<file path="config.mk">
export PLATFORM = sky130hd
export DESIGN_NAME = mem_load_store_unit
export DESIGN_NICKNAME = d
export VERILOG_FILES = /design/src/rtl/mem_load_store_unit_pkg.sv /design/src/rtl/mem_lane_align.sv /design/src/rtl/mem_load_store_unit.sv
export SDC_FILE = /design/constraint.sdc
export NUM_CORES = 1
export LEC_CHECK = 0
export CORE_AREA = 2 2 117 119
export CTS_CLUSTER_SIZE = 14
export DETAILED_ROUTE_END_ITERATION = 8
export DIE_AREA = 0 0 119 121
export PLACE_DENSITY = 0.79
export SLEW_MARGIN = 0
export SYNTH_ARGS = -nofsm -noshare
export SYNTH_HDL_FRONTEND = slang
export SYNTH_SLANG_ARGS = --single-unit
</file>
<file path="constraint.sdc">
create_clock -name clk -period 4.62 [get_ports clk]
set_input_delay 0.462 -clock clk [delete_from_list [all_inputs] [get_ports clk]]
set_output_delay 0.462 -clock clk [all_outputs]
set_load 0.02 [all_outputs]
</file>
<file path="src/rtl/mem_load_store_unit_pkg.sv">
// -----------------------------------------------------------------------------
// mem_load_store_unit_pkg
// Shared definitions for the data-memory load/store unit:
//   - MIPS load/store opcode constants
//   - FSM state encoding (IDLE / ACCESS)
//   - byte-enable constants
//   - default access timeout
//   - opcode decode helper functions
// -----------------------------------------------------------------------------
package mem_load_store_unit_pkg;

  localparam int MEM_TIMEOUT_DEFAULT = 64;

  // MIPS memory opcodes
  localparam logic [5:0] OP_LB  = 6'b100000;
  localparam logic [5:0] OP_LH  = 6'b100001;
  localparam logic [5:0] OP_LW  = 6'b100011;
  localparam logic [5:0] OP_LBU = 6'b100100;
  localparam logic [5:0] OP_LHU = 6'b100101;
  localparam logic [5:0] OP_LWU = 6'b100111;
  localparam logic [5:0] OP_SB  = 6'b101000;
  localparam logic [5:0] OP_SH  = 6'b101001;
  localparam logic [5:0] OP_SW  = 6'b101011;

  // FSM state encoding
  localparam logic [0:0] ST_IDLE   = 1'b0;
  localparam logic [0:0] ST_ACCESS = 1'b1;

  // Byte-enable constants (bit k enables lane [8k+7:8k])
  localparam logic [3:0] BE_NONE    = 4'b0000;
  localparam logic [3:0] BE_BYTE    = 4'b0001;
  localparam logic [3:0] BE_HALF_LO = 4'b0011;
  localparam logic [3:0] BE_HALF_HI = 4'b1100;
  localparam logic [3:0] BE_WORD    = 4'b1111;

  function automatic logic is_load(input logic [5:0] op);
    case (op)
      OP_LB, OP_LH, OP_LW, OP_LBU, OP_LHU, OP_LWU: is_load = 1'b1;
      default:                                      is_load = 1'b0;
    endcase
  endfunction

  function automatic logic is_store(input logic [5:0] op);
    case (op)
      OP_SB, OP_SH, OP_SW: is_store = 1'b1;
      default:             is_store = 1'b0;
    endcase
  endfunction

endpackage

</file>
<file path="src/rtl/mem_lane_align.sv">
// -----------------------------------------------------------------------------
// mem_lane_align
// Purely combinational byte-lane steering for the load/store unit.
// Store side (driven from the incoming instruction):
//   st_opcode, st_offset, st_data  -> st_wdata (replicated), st_be, st_misalign
// Load side (driven from the registered in-flight access):
//   ld_opcode, ld_offset, ld_rdata -> ld_data (right-aligned, not extended)
// Little-endian: byte at offset k lives on lane [8k+7:8k].
// -----------------------------------------------------------------------------
module mem_lane_align
  import mem_load_store_unit_pkg::*;
(
  input  logic [5:0]  st_opcode,
  input  logic [1:0]  st_offset,
  input  logic [31:0] st_data,
  output logic [31:0] st_wdata,
  output logic [3:0]  st_be,
  output logic        st_misalign,
  input  logic [5:0]  ld_opcode,
  input  logic [1:0]  ld_offset,
  input  logic [31:0] ld_rdata,
  output logic [31:0] ld_data
);

  // Store data replication and byte enables; loads read the full word.
  always_comb begin
    st_wdata = st_data;
    st_be    = BE_NONE;
    case (st_opcode)
      OP_SB: begin
        st_wdata = {4{st_data[7:0]}};
        st_be    = BE_BYTE << st_offset;
      end
      OP_SH: begin
        st_wdata = {2{st_data[15:0]}};
        st_be    = st_offset[1] ? BE_HALF_HI : BE_HALF_LO;
      end
      OP_SW: begin
        st_wdata = st_data;
        st_be    = BE_WORD;
      end
      OP_LB, OP_LH, OP_LW, OP_LBU, OP_LHU, OP_LWU: begin
        st_wdata = st_data;
        st_be    = BE_WORD;
      end
      default: begin
        st_wdata = st_data;
        st_be    = BE_NONE;
      end
    endcase
  end

  // Natural-alignment check: halfwords on even, words on 4-byte boundaries.
  always_comb begin
    st_misalign = 1'b0;
    case (st_opcode)
      OP_LH, OP_LHU, OP_SH: st_misalign = st_offset[0];
      OP_LW, OP_LWU, OP_SW: st_misalign = |st_offset;
      default:              st_misalign = 1'b0;
    endcase
  end

  // Right-align the addressed sub-word; upper bits are left as shifted.
  always_comb begin
    ld_data = ld_rdata;
    case (ld_opcode)
      OP_LB, OP_LBU: ld_data = ld_rdata >> {ld_offset, 3'b000};
      OP_LH, OP_LHU: ld_data = ld_rdata >> {ld_offset[1], 4'b0000};
      default:       ld_data = ld_rdata;
    endcase
  end

endmodule

</file>
<file path="src/rtl/mem_load_store_unit.sv">
// -----------------------------------------------------------------------------
// mem_load_store_unit
// Memory-stage load/store unit with a two-state FSM (IDLE / ACCESS).
// Ports:
//   clk, reset             - clock, async active-high reset
//   i_valid/i_opcode/i_addr/i_wdata - memory-stage instruction
//   o_stall                - freeze upstream pipeline
//   o_mem_req/we/be/addr/wdata, i_mem_ack, i_mem_rdata - data-memory bus
//   o_wb_valid/o_wb_opcode/o_wb_rdata - load result to writeback
//   o_misalign, o_bus_err  - one-cycle exception pulses
// A request held for MEM_TIMEOUT ACCESS cycles without ack is aborted with
// o_bus_err; an ack in that final cycle still completes normally.
// -----------------------------------------------------------------------------
module mem_load_store_unit
  import mem_load_store_unit_pkg::*;
#(
  parameter int MEM_TIMEOUT = MEM_TIMEOUT_DEFAULT
) (
  input  logic        clk,
  input  logic        reset,
  input  logic        i_valid,
  input  logic [5:0]  i_opcode,
  input  logic [31:0] i_addr,
  input  logic [31:0] i_wdata,
  output logic        o_stall,
  output logic        o_mem_req,
  output logic        o_mem_we,
  output logic [3:0]  o_mem_be,
  output logic [31:0] o_mem_addr,
  output logic [31:0] o_mem_wdata,
  input  logic        i_mem_ack,
  input  logic [31:0] i_mem_rdata,
  output logic        o_wb_valid,
  output logic [5:0]  o_wb_opcode,
  output logic [31:0] o_wb_rdata,
  output logic        o_misalign,
  output logic        o_bus_err
);

  localparam int CNT_W = (MEM_TIMEOUT > 1) ? $clog2(MEM_TIMEOUT) : 1;
  localparam logic [CNT_W-1:0] CNT_LAST = CNT_W'(MEM_TIMEOUT - 1);

  logic [0:0]       state_r;
  logic [CNT_W-1:0] cnt_r;
  logic             req_r;
  logic             we_r;
  logic [3:0]       be_r;
  logic [31:0]      addr_r;
  logic [31:0]      wdata_r;
  logic [5:0]       op_r;
  logic [1:0]       offset_r;
  logic             wb_valid_r;
  logic [5:0]       wb_op_r;
  logic [31:0]      wb_rdata_r;
  logic             misalign_r;
  logic             bus_err_r;

  logic [31:0] st_wdata_s;
  logic [3:0]  st_be_s;
  logic        misalign_s;
  logic [31:0] ld_data_s;
  logic        req_valid_s;
  logic        accept_s;
  logic        misalign_evt_s;
  logic        ack_s;
  logic        timeout_s;
  logic        stall_s;

  mem_lane_align u_lane (
    .st_opcode   (i_opcode),
    .st_offset   (i_addr[1:0]),
    .st_data     (i_wdata),
    .st_wdata    (st_wdata_s),
    .st_be       (st_be_s),
    .st_misalign (misalign_s),
    .ld_opcode   (op_r),
    .ld_offset   (offset_r),
    .ld_rdata    (i_mem_rdata),
    .ld_data     (ld_data_s)
  );

  // Request qualification and completion/timeout detection.
  always_comb begin
    req_valid_s    = (state_r == ST_IDLE) & i_valid &
                     (is_load(i_opcode) | is_store(i_opcode));
    accept_s       = req_valid_s & ~misalign_s;
    misalign_evt_s = req_valid_s & misalign_s;
    ack_s          = (state_r == ST_ACCESS) & i_mem_ack;
    timeout_s      = (state_r == ST_ACCESS) & ~i_mem_ack & (cnt_r == CNT_LAST);
  end

  // Stall: accept cycle in IDLE, and every ACCESS cycle without ack.
  always_comb begin
    stall_s = 1'b0;
    case (state_r)
      ST_IDLE:   stall_s = accept_s;
      ST_ACCESS: stall_s = ~i_mem_ack;
      default:   stall_s = 1'b0;
    endcase
  end

  // Stall is combinational by nature; reset forces it low independent of clk.
  assign o_stall = stall_s & ~reset;

  // FSM, access cycle counter and request strobe.
  always_ff @(posedge clk or posedge reset) begin
    if (reset) begin
      state_r <= ST_IDLE;
      cnt_r   <= '0;
      req_r   <= 1'b0;
    end else begin
      case (state_r)
        ST_IDLE: begin
          cnt_r <= '0;
          if (accept_s) begin
            state_r <= ST_ACCESS;
            req_r   <= 1'b1;
          end else begin
            req_r   <= 1'b0;
          end
        end
        ST_ACCESS: begin
          if (ack_s || timeout_s) begin
            state_r <= ST_IDLE;
            req_r   <= 1'b0;
            cnt_r   <= '0;
          end else begin
            cnt_r   <= cnt_r + CNT_W'(1);
          end
        end
        default: begin
          state_r <= ST_IDLE;
          req_r   <= 1'b0;
          cnt_r   <= '0;
        end
      endcase
    end
  end

  // Capture the accepted access; held stable for the whole ACCESS phase.
  always_ff @(posedge clk or posedge reset) begin
    if (reset) begin
      we_r     <= 1'b0;
      be_r     <= BE_NONE;
      addr_r   <= 32'h0000_0000;
      wdata_r  <= 32'h0000_0000;
      op_r     <= 6'b000000;
      offset_r <= 2'b00;
    end else if (accept_s) begin
      we_r     <= is_store(i_opcode);
      be_r     <= st_be_s;
      addr_r   <= {i_addr[31:2], 2'b00};
      wdata_r  <= st_wdata_s;
      op_r     <= i_opcode;
      offset_r <= i_addr[1:0];
    end
  end

  // Load writeback: pulse valid for one cycle, hold data and opcode.
  always_ff @(posedge clk or posedge reset) begin
    if (reset) begin
      wb_valid_r <= 1'b0;
      wb_op_r    <= 6'b000000;
      wb_rdata_r <= 32'h0000_0000;
    end else begin
      wb_valid_r <= ack_s & is_load(op_r);
      if (ack_s && is_load(op_r)) begin
        wb_op_r    <= op_r;
        wb_rdata_r <= ld_data_s;
      end
    end
  end

  // One-cycle exception pulses.
  always_ff @(posedge clk or posedge reset) begin
    if (reset) begin
      misalign_r <= 1'b0;
      bus_err_r  <= 1'b0;
    end else begin
      misalign_r <= misalign_evt_s;
      bus_err_r  <= timeout_s;
    end
  end

  assign o_mem_req   = req_r;
  assign o_mem_we    = we_r;
  assign o_mem_be    = be_r;
  assign o_mem_addr  = addr_r;
  assign o_mem_wdata = wdata_r;
  assign o_wb_valid  = wb_valid_r;
  assign o_wb_opcode = wb_op_r;
  assign o_wb_rdata  = wb_rdata_r;
  assign o_misalign  = misalign_r;
  assign o_bus_err   = bus_err_r;

endmodule
</file>
==> metrics.cfg <==
[die]
die_area_sq_um=14400
die_w_microns=119
fp.dieH_microns=121
std_cell_rows=42
initial_utilization_pct=43.0
pin_count=218
core_area_sq_um=13100

[global_route]
grt_start_max_net_pins=78
antenna_found_initial=0
track_usage_pct=22.8
grt_pass1_wl_microns=25100
grt_pass1_vias=4811
grt_overflow=0

[cts]
cts_setup_buffers=0
cts_hold_buf=0
clk_path_buf_depth=2
cts_tree=yes
clk-insertion-delay-late_ns=0.41
cts.sinks=124
clkTransAtPathRegs_ns=0.05
cts-root-buf=clkbuf_16
cts_made_buffers=17
cts_max_level=4
cts_resized=0

[worst_setup_path]
worstPathRequired_ns=4.16
r2r_end=o_wb_rdata[17]
worst-path-buf-inv=3
cp-end-kind=primary output
crit_chain=clkdlybuf4s50_1 > inv_1 > a221oi_2 > o211ai_4 > a21oi_1 > clkdlybuf4s50_1
critical_path.max_stage_delay_ns=0.81
r2r_start=op_r[4]
rrSetupSlack_ns=2.39
crit_slowest_cell=clkdlybuf4s50_1
crit_arrival_ns=2.93
crit_family=buffers and inverters
crit_fanout=11
cpMostUsedCell=clkdlybuf4s50_1
worstSetupPathType=input pin to primary output
start_kind=input pin
rr_worst_depth=4

[yosys]
synth-async-reset-ratio_pct=100
ys_seq_area_share_pct=55.2
ys_top_cells_by_count=dfrtp_1, mux2_2, nand2_1
ys.flop_type=dfrtp_1
synth_top_area_share_pct=55.2
synth_edf_count=0
ys_warn_count=0
synthMuxAreaShare_pct=23.1
synth-xor-area-share_pct=0.623
synthSimpleGateAreaFrac_pct=8.99
synth_area_per_cell_sq_um=12.1
synthCells=465
synth_seq_cells=124
yosysMostFrequentCell=dfrtp_1
synth_top_area_cell=dfrtp_1
netlist_area_sq_um=5620
synth_area_leaders=dfrtp_1, mux2_2, nand2_1, mux2_4, nor2_1
synth_top_family_by_area=multiplexers
synth-compound-area-share_pct=8.61
synth_fa_ha_area_share_pct=0.223
synthDistinctLibCells=44

[power_and_ir_drop]
power_leakage_nw=3.64
total_power_mw=4.52
vdd.ir_drop.worst_v=0.000308
power_density_nw_per_um2=533

[sta]
fin_skew_ns=0.00573
rsz0062_at_grt=no
fin_crit_sh_pct=73.4
max_slew_margin_pct=32.3
setup_viol=0
worst_slew_pin_slew_ns=1.02
worst_slack_ns=1.23
timing.fmax_mhz=295
hold_viol=0
finalSetupTns_ns=0
report.final.slew_viol_count=0
fin_crit_ns=3.39

[placed_design]
numPortBuffers=215
place_area_sq_um=7920
globalplace.congestion=0.890
dp_slack_ns=1.24
hpwl_microns=11300

[final_layout]
nets=787
finalInstanceArea_sq_um=8480
syn_to_final_growth_pct=50.8
drive_above_1_share_pct=21.5
num_antenna_cells=0

[drt]
via_per_inst=5.22
dr.pass1.iters=4
drc=0
wl_per_cell_microns=18.1
drt_iter0_markers=366
ant_nets=0
dr_total_vias=4527
wirelength_microns=15700

[hold_path]
min_to=cnt_r[0]
hold_path.class=flop to flop
min_from=cnt_r[0]
whs_path_depth=1

[flow_run]
maxCapViolCount=0

[outcome]
status=complete, no violations

cell usage in the layout, fill, tap and decap left out, types with 8 or more instances in the layout:
cell type          n
clkdlybuf4s50_1  215
dfrtp_1          124
mux2_2            97
nand2_1           46
nor2_1            26
a21oi_1           18
clkbuf_16         17
o21ai_0           14
nand3_1           12
inv_1             11
mux2_4             9
o221ai_1           8
through the flow:
stage	hold slack (ns)	utilization, %	instances
CTS	0.468	64.8	868
global route	0.484	64.8	868
finish	0.466	64.8	868
floorplan	0.433	-	466
detailed placement	0.455	60.5	837
global placement	0.444	60.5	837
worst max path at each step:
stage	startpoint	endpoint	slack [ns]	depth (start not counted)
finish	i_opcode[0]	o_stall	1.23	6
global route	i_opcode[0]	o_stall	1.06	6
CTS	i_opcode[0]	o_stall	1.21	6
detailed placement	i_opcode[0]	o_stall	1.24	6
global placement	i_opcode[0]	o_stall	1.33	6
floorplan	reset	cnt_r[0]	0.86	1
logic make-up after synthesis:
kind of cell,after synthesis
muxes,113
and+or+nand+nor,109
other,1
buffers and inverters,38
AOI/OAI and AO/OA,75
xor gates and xnor gates,4
adders and majority gates,1
DFF,124
power by group:
group	internal, mW	switching, mW	total [mW]
sequential	1.41	0.196	1.60
combinational	0.848	0.812	1.66
clock	0.800	0.454	1.25
state kept, by name, indices dropped and copies added (netlist names), 2 cells and up:
name and count:
o_wb_rdata 32, offset_r 2, op_r 6, o_wb_opcode 6
o_mem_addr 30, cnt_r 6, o_mem_be 4, o_mem_wdata 32
cell type report:
cell class | count | area, sq um
clock buffers | 23 | 498
clock inverters | 8 | 65.1
fillers | 977 | 4600
inverters | 12 | 47.5
multi-input cells | 304 | 2350
flip-flops and latches | 124 | 3100
well taps | 176 | 220
repair buffers | 221 | 2200
per-layer routing:
| metal | routed length (microns) | vias to the layer above | track usage, % |
|---|---|---|---|
| li1 | - | 2071 | - |
| met1 | 6080 | 2175 | 27.0 |
| met2 | 7500 | 260 | 35.9 |
| met3 | 1850 | 21 | 10.6 |
| met4 | 292 | 0 | 9.23 |
| met5 | 0 | - | 0 |
No activity file was read; power rests on OpenSTA's default activity.
